--- config.mk ---
export PLATFORM = sky130hd
export DESIGN_NAME = fwd_hazard_unit
export DESIGN_NICKNAME = d
export VERILOG_FILES = /design/src/rtl/fwd_hazard_unit.sv
export SDC_FILE = /design/constraint.sdc
export NUM_CORES = 1
export LEC_CHECK = 0
export CAP_MARGIN = 20
export CORE_MARGIN = 2
export CORE_UTILIZATION = 32
export DETAILED_ROUTE_END_ITERATION = 8
export GPL_TIMING_DRIVEN = 0
export SYNTH_ARGS = -nofsm -noshare
export SYNTH_HDL_FRONTEND = slang
export SYNTH_SLANG_ARGS = --single-unit
--- constraint.sdc ---
create_clock -name clk -period 3.8 [get_ports clk]
set_input_delay 1.14 -clock clk [delete_from_list [all_inputs] [get_ports clk]]
set_output_delay 1.14 -clock clk [all_outputs]
set_load 0.01 [all_outputs]
--- src/rtl/fwd_hazard_unit.sv ---
// Forwarding and load-use hazard unit: tracks in-flight register writes, decodes the EX
// operand bypass selects one cycle ahead and raises the load-use stall.
module fwd_hazard_unit #(
  parameter int unsigned REG_W   = 4,
  parameter int unsigned NUM_SRC = 2,
  parameter int unsigned DEPTH   = 2,
  parameter int unsigned CNT_W   = 16,
  localparam int unsigned SEL_W  = $clog2(DEPTH + 1)
) (
  input  logic                     clk,
  input  logic                     rst_n,
  input  logic                     id_valid,
  input  logic [NUM_SRC*REG_W-1:0] id_src_addr,
  input  logic [NUM_SRC-1:0]       id_src_used,
  input  logic [REG_W-1:0]         id_dst_addr,
  input  logic                     id_we,
  input  logic                     id_is_load,
  input  logic                     hold,
  input  logic                     flush,
  input  logic                     cnt_clr,
  output logic                     ld_stall,
  output logic [NUM_SRC*SEL_W-1:0] ex_fwd_sel,
  output logic [NUM_SRC-1:0]       ex_fwd_ld,
  output logic [CNT_W-1:0]         stall_cnt
);

  // Only T[0..DEPTH-1] are stored: the WB entry is never a forwarding source because the
  // register file is write-before-read.
  logic [DEPTH-1:0] t_wv_q, t_wv_d;
  logic [DEPTH-1:0] t_ld_q, t_ld_d;
  logic [REG_W-1:0] t_dst_q [DEPTH];
  logic [REG_W-1:0] t_dst_d [DEPTH];

  logic [DEPTH-1:0]   live;
  logic [DEPTH-1:0]   match [NUM_SRC];
  logic [NUM_SRC-1:0] load_hit;
  logic [SEL_W-1:0]   dec_sel [NUM_SRC];
  logic [NUM_SRC-1:0] dec_ld;
  logic [NUM_SRC-1:0] pend_q, pend_d;

  logic [NUM_SRC*SEL_W-1:0] sel_d;
  logic [NUM_SRC-1:0]       fld_d;
  logic [CNT_W-1:0]         cnt_d;

  always_comb begin
    for (int i = 0; i < DEPTH; i++) begin
      live[i] = t_wv_q[i] && (t_dst_q[i] != '0);
    end
    for (int k = 0; k < NUM_SRC; k++) begin
      for (int i = 0; i < DEPTH; i++) begin
        match[k][i] = id_src_used[k] && live[i] &&
                      (t_dst_q[i] == id_src_addr[k*REG_W +: REG_W]);
      end
      load_hit[k] = match[k][0] && t_ld_q[0];
    end
    ld_stall = id_valid && !flush && (|load_hit);
  end

  // Youngest producer wins: scan oldest to youngest so the smallest index overrides.
  always_comb begin
    for (int k = 0; k < NUM_SRC; k++) begin
      dec_sel[k] = '0;
      dec_ld[k]  = 1'b0;
      for (int i = int'(DEPTH) - 1; i >= 0; i--) begin
        if (match[k][i]) begin
          dec_sel[k] = SEL_W'(i + 1);
          dec_ld[k]  = (i == 0) && t_ld_q[0];
        end
      end
      // A consumer that stalled on a load takes the load-return bypass once it issues.
      if (DEPTH > 1 && pend_q[k] && dec_sel[k] == SEL_W'(2)) begin
        dec_sel[k] = SEL_W'(1);
        dec_ld[k]  = 1'b1;
      end
    end
  end

  always_comb begin
    t_wv_d  = t_wv_q;
    t_ld_d  = t_ld_q;
    t_dst_d = t_dst_q;
    sel_d   = ex_fwd_sel;
    fld_d   = ex_fwd_ld;
    pend_d  = pend_q;
    if (!hold) begin
      for (int s = 1; s < DEPTH; s++) begin
        if (s == 1 && flush) begin
          t_wv_d[s]  = 1'b0;
          t_ld_d[s]  = 1'b0;
          t_dst_d[s] = '0;
        end else begin
          t_wv_d[s]  = t_wv_q[s-1];
          t_ld_d[s]  = t_ld_q[s-1];
          t_dst_d[s] = t_dst_q[s-1];
        end
      end
      if (flush || ld_stall) begin
        t_wv_d[0]  = 1'b0;
        t_ld_d[0]  = 1'b0;
        t_dst_d[0] = '0;
      end else begin
        t_wv_d[0]  = id_valid && id_we;
        t_ld_d[0]  = id_is_load;
        t_dst_d[0] = id_dst_addr;
      end
      if (flush || ld_stall || !id_valid) begin
        sel_d = '0;
        fld_d = '0;
      end else begin
        for (int k = 0; k < NUM_SRC; k++) begin
          sel_d[k*SEL_W +: SEL_W] = dec_sel[k];
          fld_d[k]                = dec_ld[k];
        end
      end
      pend_d = ld_stall ? load_hit : '0;
    end
  end

  always_comb begin
    cnt_d = stall_cnt;
    if (cnt_clr) begin
      cnt_d = '0;
    end else if (ld_stall && !hold && stall_cnt != '1) begin
      cnt_d = stall_cnt + CNT_W'(1);
    end
  end

  always_ff @(posedge clk or negedge rst_n) begin
    if (!rst_n) begin
      t_wv_q     <= '0;
      t_ld_q     <= '0;
      for (int i = 0; i < DEPTH; i++) begin
        t_dst_q[i] <= '0;
      end
      pend_q     <= '0;
      ex_fwd_sel <= '0;
      ex_fwd_ld  <= '0;
      stall_cnt  <= '0;
    end else begin
      t_wv_q     <= t_wv_d;
      t_ld_q     <= t_ld_d;
      t_dst_q    <= t_dst_d;
      pend_q     <= pend_d;
      ex_fwd_sel <= sel_d;
      ex_fwd_ld  <= fld_d;
      stall_cnt  <= cnt_d;
    end
  end

endmodule

==> summary.md <==
| Metric | Value |
|---|---|
| Routed vias | `around 1,800` |
| First-pass GRT wire length | `8620 um` |
| Core Area | `around 0.0060 mm2` |
| Vias in the first global route | `roughly 1,800` |
| CP endpoint kind | `output port` |
| FFs w/ async S/R, synth | `100%` |
| Adder-Cell Fraction of Synth Area | `less than 1%` |
| Main combinational cell family by area after synthesis | `simple AND/OR/NAND/NOR gates` |
| All-Layer GR Usage | `15.2%` |
| Final antenna-violating net count | `0` |
| Util after Layout | `44.8%` |
| Worst-path cell chain | `clkdlybuf4s50_1 > xnor2_1 > and3_4 > a2bb2oi_4 > nor4bb_2 > buf_2` |
| Placed Cells | `324` |
| Sequential area share after synthesis | `43.9%` |
| Initial antenna violation count | `0` |
| Slew Limit Fails | `0` |
| Cell Area, Placed | `0.00250 mm2` |
| Post-layout min period | `approximately 3800 ps` |
| Tot Pwr | `about 850 uW` |
| Ports | `45` |
| Syn. warnings | `0` |
| Worst Path Buf+Inv | `2` |
| Leakage | `0.00103 uW` |
| Mapped Avg Cell Area | `just under 10 um2` |
| Final Skew | `6.45 ps` |
| Critical Path RT | `about 2700 ps` |
| GR Overflow Total | `0` |
| Worst r2r path cells | `5` |
| Non-Filler Instances | `332` |
| Netlist cell types | `43` |
| F_max | `266 MHz` |
| Port Buf Inserts | `between 40 and 50` |
| Htree depth | `2` |
| Post-synth EDFFs | `0` |
| Critical path capture point | `ld_stall` |
| Hold_buf cts | `0` |
| Worst-path fanout max | `3` |
| Post-synth top cells | `35 x dfrtp_1, 20 x nand2_1, 14 x a21oi_1` |
| Synth area leaders | `dfrtp_1 44%, or4_1 4.5%, xnor2_1 4.4%` |
| Clock Sinks | `35` |
| Setup Crit Path Kind | `input port to output port` |
| Mux share of post-synthesis cell area | `1.13%` |
| Reg clk slew, reported paths | `70 ps` |
| Area grow syn2layout | `34.0%` |
| Slowest stage delay, CP | `about 450 ps` |
| Final instance area | `0.00267 mm2` |
| Die W | `82.9 um` |
| Met1 Use GR | `21.4%` |
| Post-Synth Simple-Gate Area | `24.1%` |
| Startpoint class of the critical path | `input port` |
| Cells after Synth | `207` |
| MaxCap Viol Count | `0` |
| FF-to-FF setup slack | `1390 ps` |
| Slowest CP cell | `clkdlybuf4s50_1` |
| Ys flop type | `dfrtp_1` |
| Critical path arrival | `2620 ps` |
| Met2 Resource Use GR | `22.9%` |
| Multi-input logic area | `0.00109 mm2` |
| Final worst path period share | `98.9%` |
| DRT Pass-1 Iters | `4` |
| Worst hold path type | `register to register` |
| CTS tree | `yes` |
| Largest net degree at the start of global routing | `36` |
| WL final | `between 5000 and 6000 um` |
| Status | `completed` |
| Worst-Skew Late Latency | `290 ps` |
| Largest area contributor in the netlist | `dfrtp_1` |
| NumNets Final | `279` |
| Final Wtd Congestion | `about 0.86` |
| Met3 Use GR | `2.68%` |
| Top-count cell post-synth | `dfrtp_1` |
| Die Y | `82.9 um` |
| Register Area | `876 um2` |
| Number of remaining DRC errors | `0` |
| Starting density of the core | `33.5%` |
| Final setup viols | `0` |
| Starting DRT DRC Count | `a little over 80` |
| Share of Yosys cell area claimed by the top area cell type | `43.9%` |
| Worst-Margin Slew | `772 ps` |
| Yosys reg bits | `35` |
| Wire length per cell | `15.6 um` |
| CTS buffer count | `5` |
| Syn nets | `230` |
| # fillers | `607` |
| Root buffer cell | `clkbuf_8` |
| CTS max path bufs | `2` |
| Worst R2R Start | `t_dst_q[5]` |
| CP Launch Point | `id_src_addr[1]` |
| Levels on crit path | `6` |
| Pwr Density | `317 mW/mm2` |
| Critical R2R Capture | `t_wv_q[0]` |
| Worst slew margin | `between 40% and 50%` |
| Dpl hpwl | `3730 um` |
| Peak supply drop | `0.000133 V` |
| Die ar. | `roughly 0.0069 mm2` |
| GR peak layer | `met2` |
| Site Rows | `28` |
| Post-synthesis xor/xnor area fraction | `7.03%` |
| Vias per inst | `5.45` |
| Hold Fails Final Rpt | `0` |
| Worst hold slack | `501 ps` |
| Crit path max-delay family | `buffers and inverters` |
| Post-Syn Area | `about 0.0020 mm2` |
| Synth Area in Compound Gates | `between 15 and 20%` |
| Share of post-route cells with drive strength above 1 | `9.73%` |
| Ant diodes | `0` |
cells by family (layout without fill, tap and decap cells):
logic type,after synthesis,after routing
AOI/OAI and AO/OA,55,55
buffers and inverters,13,63
muxes,2,2
DFF,35,35
and+or+nand+nor,85,85
adders and majority gates,1,1
xor gates and xnor gates,16,16
cells in the final DEF, fill, tap and decap left out, types with 3 or more instances in the layout:
master           synthesis  final
clkdlybuf4s50_1          0     37
buf_6                    3      3
nand2_1                 20     20
dlymetal6s2s_1           0      3
a22o_1                   5      5
clkbuf_8                 0      6
nor3_1                   4      4
nand4_1                  6      6
dfrtp_1                 35     35
nand2b_1                 7      7
a32o_1                   5      5
or4_1                   12     12
o31ai_1                 11     11
o21ai_0                  9      9
xnor2_1                 10      9
inv_1                    3      3
nor2_1                   9      9
and3_1                   5      4
nand3_1                  8      7
a21oi_1                 14     14
clkbuf_1                 6      5
xor2_1                   6      6
worst register-to-register path: cells and delay by family, from the launching register on:
family,cells,cell delay (ps)
AOI/OAI and AO/OA,3,1140
DFF,1,480
and+or+nand+nor,2,740
power by group:
group | internal, uW | leakage [uW] | switching, uW
Clock | 212 | 0.0000612 | 139
Combinational | 49.5 | 0.000485 | 54.1
Sequential | 380 | 0.000482 | 12.8
Total | 642 | 0.00103 | 206
repair_timing:
action,4_1_cts,5_1_grt
setup buffers,1,0
pin swaps,1,2
setup endpoints to repair,1,1
gates resized for setup,10,5
state kept, by name (all words and copies together), names as in the netlist:
signal	cells
t_wv_q	2
ex_fwd_sel	4
stall_cnt	16
t_ld_q	1
pend_q	2
ex_fwd_ld	2
t_dst_q	8
metrics by stage:
step | setup TNS [ps] | worst slack, ps
after floorplan | 0 | 418
after global placement | -817 | -817
after detailed placement | -750 | -750
after CTS | 0 | 8.63
after global routing | -30.4 | -30.4
final | 0 | 42.6
metal layers:
layer / vias up / wire [um] / share of wire, %
met5: - / 0 / 0
met1: 879 / 2450 / 47
met2: 38 / 2450 / 47
met3: 7 / 181 / 3.5
li1: 887 / - / -
met4: 0 / 80 / 1.5
worst min path at each step:
stage	start	cells past startpoint	slack, ps	end
floorplan	t_wv_q[1]	2	450	t_wv_q[1]
detailed placement	ex_fwd_ld[1]	2	480	ex_fwd_ld[1]
finish	ex_fwd_sel[3]	2	500	ex_fwd_sel[3]
CTS	ex_fwd_ld[1]	2	510	ex_fwd_ld[1]
global route	pend_q[1]	1	540	ex_fwd_sel[3]
global placement	ex_fwd_ld[1]	2	480	ex_fwd_ld[1]
area by class of cell:
class	count	area share, %
Clock buffer	6	3.09
Clock inverter	2	1.31
Timing Repair Buffer	43	15.9
Tap cell	75	3.51
Inverter	3	0.422
Sequential cell	35	32.8
Buffer	9	2.11
Multi-Input combinational cell	159	40.8
Note: power is estimated with default switching activity, not from simulation.
